`src/rtl/s1_serializer_pkg.sv`:
```
// Shared frame constants and the serializer state encoding.
// The S2 receiver side uses the same frame geometry.
package s1_serializer_pkg;

  localparam int ADDR_BITS = 3;
  localparam int DATA_BITS = 18;
  localparam int FRAME_LEN = ADDR_BITS + DATA_BITS;
  localparam int NFRAMES   = 8;

  typedef enum logic [1:0] {
    S_LOAD = 2'd0,
    S_SEND = 2'd1,
    S_GAP  = 2'd2,
    S_DONE = 2'd3
  } state_e;

endpackage

```
`src/rtl/s1_serializer_if.sv`:
```
// RB1 read port plus the sen/sd serial link and completion flag.
// master = serializer side, slave = RB1 memory / receiver side.
interface s1_serializer_if;

  logic       RB1_RW;
  logic [4:0] RB1_A;
  logic [7:0] RB1_D;
  logic [7:0] RB1_Q;
  logic       sen;
  logic       sd;
  logic       S1_done;

  modport master (
    output RB1_RW, RB1_A, RB1_D, sen, sd, S1_done,
    input  RB1_Q
  );

  modport slave (
    input  RB1_RW, RB1_A, RB1_D, sen, sd, S1_done,
    output RB1_Q
  );

endinterface

```
`src/rtl/s1_bitplane_mux.sv`:
```
// Bit-plane select: word bit j is bit <plane> of byte j.
module s1_bitplane_mux
  import s1_serializer_pkg::*;
#(
  parameter int N = DATA_BITS
) (
  input  logic [7:0]           bytes_i [N],
  input  logic [ADDR_BITS-1:0] plane_i,
  output logic [N-1:0]         word_o
);

  // gather one bit from every buffered byte
  always_comb begin
    word_o = '0;
    for (int j = 0; j < N; j++) begin
      word_o[j] = bytes_i[j][plane_i];
    end
  end

endmodule

```
`src/rtl/s1_serializer.sv`:
```
// S1 serializer: reads RB1 once, transposes into bit planes and ships
// eight {addr, data} frames over sen/sd, MSB first.
//
// state  | meaning
// -------+-------------------------------------------------------------
// S_LOAD | stepping RB1_A 0..NWORDS-1 and capturing bytes into the buffer
// S_SEND | sen low, shifting the 21-bit {frame, plane word} out on sd
// S_GAP  | sen high idle between frames, GAP cycles
// S_DONE | all frames sent, S1_done held until reset
module s1_serializer
  import s1_serializer_pkg::*;
#(
  parameter int NWORDS = DATA_BITS,
  parameter int GAP    = 2
) (
  input logic             clk,
  input logic             rst,
  s1_serializer_if.master rb
);

  localparam int GW   = $clog2(GAP + 1);
  localparam int WLEN = ADDR_BITS + NWORDS;

  localparam logic [4:0]           LAST_ADDR  = 5'(NWORDS - 1);
  localparam logic [4:0]           LOAD_END   = 5'(NWORDS);
  localparam logic [4:0]           LAST_BIT   = 5'(WLEN - 1);
  localparam logic [ADDR_BITS-1:0] LAST_FRAME = ADDR_BITS'(NFRAMES - 1);
  localparam logic [GW-1:0]        GAP_LOAD   = GW'(GAP - 1);

  state_e               state_q, state_d;
  logic [4:0]           lcnt_q, lcnt_d;
  logic [4:0]           rb1_a_q, rb1_a_d;
  logic [4:0]           bitcnt_q, bitcnt_d;
  logic [ADDR_BITS-1:0] frame_q, frame_d;
  logic [GW-1:0]        gcnt_q, gcnt_d;
  logic                 done_q, done_d;
  logic                 sen_q, sen_d;
  logic                 sd_q, sd_d;
  logic [7:0]           rb_buf_q [NWORDS];
  logic [7:0]           rb_buf_d [NWORDS];

  logic [NWORDS-1:0]    plane_word;
  logic [WLEN-1:0]      shift_word;

  // plane word for the frame being (or about to be) sent
  s1_bitplane_mux #(
    .N (NWORDS)
  ) u_mux (
    .bytes_i (rb_buf_q),
    .plane_i (frame_d),
    .word_o  (plane_word)
  );

  // state, counters and buffer registers
  always_ff @(posedge clk or negedge rst) begin
    if (!rst) begin
      state_q  <= S_LOAD;
      lcnt_q   <= '0;
      rb1_a_q  <= '0;
      bitcnt_q <= '0;
      frame_q  <= '0;
      gcnt_q   <= '0;
      done_q   <= 1'b0;
      sen_q    <= 1'b1;
      sd_q     <= 1'b0;
      for (int i = 0; i < NWORDS; i++) begin
        rb_buf_q[i] <= '0;
      end
    end else begin
      state_q  <= state_d;
      lcnt_q   <= lcnt_d;
      rb1_a_q  <= rb1_a_d;
      bitcnt_q <= bitcnt_d;
      frame_q  <= frame_d;
      gcnt_q   <= gcnt_d;
      done_q   <= done_d;
      sen_q    <= sen_d;
      sd_q     <= sd_d;
      for (int i = 0; i < NWORDS; i++) begin
        rb_buf_q[i] <= rb_buf_d[i];
      end
    end
  end

  // next-state and counter logic
  always_comb begin
    state_d  = state_q;
    lcnt_d   = lcnt_q;
    rb1_a_d  = rb1_a_q;
    bitcnt_d = bitcnt_q;
    frame_d  = frame_q;
    gcnt_d   = gcnt_q;
    done_d   = done_q;
    for (int i = 0; i < NWORDS; i++) begin
      rb_buf_d[i] = rb_buf_q[i];
    end

    unique case (state_q)
      S_LOAD: begin
        // RB1_Q reflects the address presented one cycle earlier
        if (lcnt_q != 5'd0) begin
          rb_buf_d[lcnt_q - 5'd1] = rb.RB1_Q;
        end
        if (lcnt_q == LOAD_END) begin
          state_d  = S_SEND;
          bitcnt_d = '0;
          frame_d  = '0;
        end else begin
          lcnt_d  = lcnt_q + 5'd1;
          rb1_a_d = (rb1_a_q == LAST_ADDR) ? LAST_ADDR : rb1_a_q + 5'd1;
        end
      end
      S_SEND: begin
        if (bitcnt_q == LAST_BIT) begin
          if (frame_q == LAST_FRAME) begin
            state_d = S_DONE;
            done_d  = 1'b1;
          end else begin
            state_d = S_GAP;
            gcnt_d  = GAP_LOAD;
          end
        end else begin
          bitcnt_d = bitcnt_q + 5'd1;
        end
      end
      S_GAP: begin
        if (gcnt_q == '0) begin
          state_d  = S_SEND;
          frame_d  = frame_q + 1'b1;
          bitcnt_d = '0;
        end else begin
          gcnt_d = gcnt_q - 1'b1;
        end
      end
      S_DONE: begin
        done_d = 1'b1;
      end
      default: begin
        state_d = S_LOAD;
      end
    endcase
  end

  // registered serial outputs, derived from the upcoming state/counters
  always_comb begin
    sen_d      = 1'b1;
    sd_d       = 1'b0;
    shift_word = {frame_d, plane_word};
    if (state_d == S_SEND) begin
      sen_d = 1'b0;
      sd_d  = shift_word[LAST_BIT - bitcnt_d];
    end
  end

  assign rb.RB1_RW  = 1'b1;
  assign rb.RB1_D   = '0;
  assign rb.RB1_A   = rb1_a_q;
  assign rb.sen     = sen_q;
  assign rb.sd      = sd_q;
  assign rb.S1_done = done_q;

endmodule

```
`src/flat_wrapper.sv`:
```
// flat-port wrapper written by rule: the top's interface ports become plain ports
module s1_serializer_flat import s1_serializer_pkg::*;
#(
  parameter int NWORDS = DATA_BITS,
  parameter int GAP    = 2
)
  (clk, rst, rb_RB1_RW, rb_RB1_A, rb_RB1_D, rb_sen, rb_sd, rb_S1_done, rb_RB1_Q);
  s1_serializer_if rb_i ();
  input logic clk;
  input logic rst;
  output wire logic [$bits(rb_i.RB1_RW)-1:0] rb_RB1_RW;
  output wire logic [$bits(rb_i.RB1_A)-1:0] rb_RB1_A;
  output wire logic [$bits(rb_i.RB1_D)-1:0] rb_RB1_D;
  output wire logic [$bits(rb_i.sen)-1:0] rb_sen;
  output wire logic [$bits(rb_i.sd)-1:0] rb_sd;
  output wire logic [$bits(rb_i.S1_done)-1:0] rb_S1_done;
  input wire logic [$bits(rb_i.RB1_Q)-1:0] rb_RB1_Q;
  assign rb_RB1_RW = rb_i.RB1_RW;
  assign rb_RB1_A = rb_i.RB1_A;
  assign rb_RB1_D = rb_i.RB1_D;
  assign rb_sen = rb_i.sen;
  assign rb_sd = rb_i.sd;
  assign rb_S1_done = rb_i.S1_done;
  assign rb_i.RB1_Q = rb_RB1_Q;
  s1_serializer #(.NWORDS(NWORDS), .GAP(GAP)) u_core (.clk(clk), .rst(rst), .rb(rb_i));
endmodule
```
`config.mk`:
```
export PLATFORM = sky130hd
export DESIGN_NAME = s1_serializer_flat
export DESIGN_NICKNAME = d
export VERILOG_FILES = /design/src/rtl/s1_serializer_pkg.sv /design/src/rtl/s1_serializer_if.sv /design/src/rtl/s1_bitplane_mux.sv /design/src/rtl/s1_serializer.sv /design/src/flat_wrapper.sv
export SDC_FILE = /design/constraint.sdc
export NUM_CORES = 1
export LEC_CHECK = 0
export CAP_MARGIN = 20
export CORE_AREA = 2 2 117 119
export DETAILED_ROUTE_END_ITERATION = 6
export DIE_AREA = 0 0 119 121
export PLACE_DENSITY = 0.83
export SYNTH_ARGS = -nofsm -noshare
export SYNTH_HDL_FRONTEND = slang
export SYNTH_SLANG_ARGS = --single-unit
```
`constraint.sdc`:
```
create_clock -name clk -period 8.8 [get_ports clk]
set_clock_uncertainty 0.2 [all_clocks]
set_input_delay 1.32 -clock clk [delete_from_list [all_inputs] [get_ports clk]]
set_output_delay 1.32 -clock clk [all_outputs]
set_load 0.005 [all_outputs]
```
==> results.yml <==
outcome:
  outcome: "complete, no violations"
cts:
  post_cts_buffers: 0
  cts_root_buf: "clkbuf_16"
  clock_sinks: 169
  clk_pin_slew_ns: 0.06
  cts_hold_buffers: 0
  clk_latency_ns: 0.44
  ctsResizeCount: 0
  cts_tree: "built"
  cts_buffers: 17
  htree_levels: 4
  cts_buffer_depth: 2
yosys:
  synthCells: 734
  netlist_area_mm2: 0.00844
  synth_edf_count: 0
  ys_types: 66
  ys.flop_type: "dfrtp_1"
  ys_ff_latch: 169
  async_flop_share: 1.00
  yosysSeqAreaShare: 0.501
  syn_area_per_cell_um2: 11.5
  ys_warn_count: 0
hold_path:
  hold_path.class: "reg2reg"
die:
  core_area_mm2: 0.0131
  initial_core_util: 0.645
  fp-row-count: 42
  die_area_mm2: 0.0144
  fp.dieH_um: 121
  die_w_um: 119
  pin_count: 27
power:
  p_total_mw: 1.62
  p_leak_nw: 3.77
  cellPowerDensity_mw_per_mm2: 176
  ir_worst_vdd_v: 0.000146
global_routing:
  antenna_found_initial: 0
  track_usage: 0.297
  first_global_vias: 6241
  grt_start_max_net_pins: 99
  grt_overflow: 0
  grt_pass1_wl_um: 32900
worst_setup_path:
  arrival_ns: 4.69
  crit_fanout: 10
  required_ns: 8.91
  startpoint_type: "flip-flop"
  crit_type: "reg2reg"
  cp-end-kind: "flip-flop"
sta:
  hold_viol: 0
  final.setup.tns_ns: 0
  min_period_ns: 4.58
  fin_crit_sh: 0.520
  fmax_ghz: 0.218
  maxSlewViolCount: 0
  worst_pin_slew_ns: 1.16
  final-setup-viol-count: 0
  slew_headroom: 0.219
  rsz0062_at_grt: "no"
layout:
  diodes: 0
  area_growth_pct: 8.98
  fill_cells: 893
  final_nets: 763
  drive_above_1_share: 0.257
  final_common_cell: "dfrtp_1"
  layout_common_cells: "dfrtp_1, mux2_2, nand2_1"
routing:
  vias: 6078
  dr.pass1.iters: 7
  route.detailed.wl_per_inst_um: 21.7
  final_antenna_net_count: 0
  drt_iter0_drc: 599
  via_per_inst: 6.56
  routed_wl_um: 20100
  drc_errors: 0
placed_design:
  port-buffer-count: 17
  hpwlAfterDp_um: 12800
  globalplace.congestion: 0.909
flow_run:
  maxCapViolCount: 0
-- per-layer routing --
| metal | track usage | part of all wire | vias up |
|---|---|---|---|
| met2 | 0.486 | 0.49 | 284 |
| met5 | 0 | 0 | - |
| met3 | 0.0611 | 0.072 | 62 |
| met1 | 0.388 | 0.41 | 3082 |
| met4 | 0.130 | 0.028 | 0 |
| li1 | - | - | 2650 |
-- final cells by class --
type / count / area, um2 / share of cell area
Multi-Input combinational cell: 513 / 3940 / 0.429
Sequential cell: 169 / 4230 / 0.460
Inverter: 18 / 67.6 / 0.00734
Timing Repair Buffer: 20 / 191 / 0.0208
Tap cell: 176 / 220 / 0.0239
Clock buffer: 22 / 474 / 0.0515
Clock inverter: 8 / 72.6 / 0.00789
-- Yosys cell counts, drive strengths merged, types with 4 or more instances --
cell	instances	area [um2]
nand4	10	62.6
mux2	144	1620
nor3	6	30.0
nand2	98	370
ha	14	175
a21oi	17	85.1
nand3	22	110
mux2i	26	260
a32oi	18	158
and3	5	31.3
inv	18	67.6
a31oi	7	43.8
clkbuf	11	41.3
buf	30	191
nor2	35	131
a221oi	6	58.8
a211oi	6	45.0
o21ai	25	129
xnor2	13	140
o211ai	4	35.0
dfrtp	168	4200
and2	4	27.5
-- per-stage QoR --
stage / utilization / hold slack (ns) / instance area [um2] / cells / setup slack [ns]
after floorplan: - / 0.268 / 8470 / 741 / 5.54
after global placement: 0.661 / 0.264 / 8650 / 895 / 4.53
after detailed placement: 0.661 / 0.278 / 8650 / 895 / 4.42
after CTS: 0.703 / 0.295 / 9200 / 925 / 4.36
after global routing: 0.703 / 0.311 / 9200 / 926 / 4.09
final: 0.703 / 0.282 / 9200 / 926 / 4.22
-- sequential cells by signal, summed over array words and instances, names as in the netlist --
| register | flops |
|---|---|
| u_core.lcnt_q | 5 |
| u_core.state_q | 2 |
| u_core.rb.S1_done | 1 |
| u_core.rb.RB1_A | 5 |
| u_core.rb.sen | 1 |
| u_core.frame_q | 3 |
| u_core.gcnt_q | 2 |
| u_core.rb_buf_q | 144 |
| u_core.bitcnt_q | 5 |
| u_core.rb.sd | 1 |
-- worst paths after layout --
check	from	to	slack, ns	depth (start not counted)
max	u_core.lcnt_q[0]	u_core.rb.sd	4.22	14
min	u_core.rb.S1_done	u_core.rb.S1_done	0.28	1
max reg2reg	u_core.lcnt_q[0]	u_core.rb.sd	4.22	14
min reg2reg	u_core.rb.S1_done	u_core.rb.S1_done	0.28	1
max in group asynchronous	rst	u_core.rb_buf_q[17]	6.18	2
min in group asynchronous	rst	u_core.rb.RB1_A[2]	0.77	1
-- worst max-delay path, cell delays in order, from the launching register on --
cell and delay, ns:
dfrtp_1 0.46, inv_1 0.15, ha_1 0.28, and4bb_1 0.27
o21ai_1 0.28, o21ai_1 0.13, o21ai_2 0.25, inv_2 0.25
ha_1 0.35, xnor2_1 0.95, a221oi_1 0.13, nor3_1 0.29
a2111oi_2 0.08, nor4_1 0.24, a211oi_1 0.12
-- cell families after synthesis --
logic type,count (synthesis),share of synthesized area
compound gates,109,0.0932
buf+inv,59,0.0356
other cells,2,0.000890
xor+xnor,14,0.0176
simple gates,197,0.108
mux,170,0.223
fa+ha+maj,14,0.0208
flops,169,0.501
-- where the power goes --
part | internal (mW) | switching, mW | leakage (nW) | total, mW
clock | 0.406 | 0.298 | 0.264 | 0.704
sequential | 0.811 | 0.0199 | 1.98 | 0.831
combinational | 0.0356 | 0.0467 | 1.53 | 0.0823
total | 1.25 | 0.365 | 3.77 | 1.62
Power figures use the tool's default switching activity.
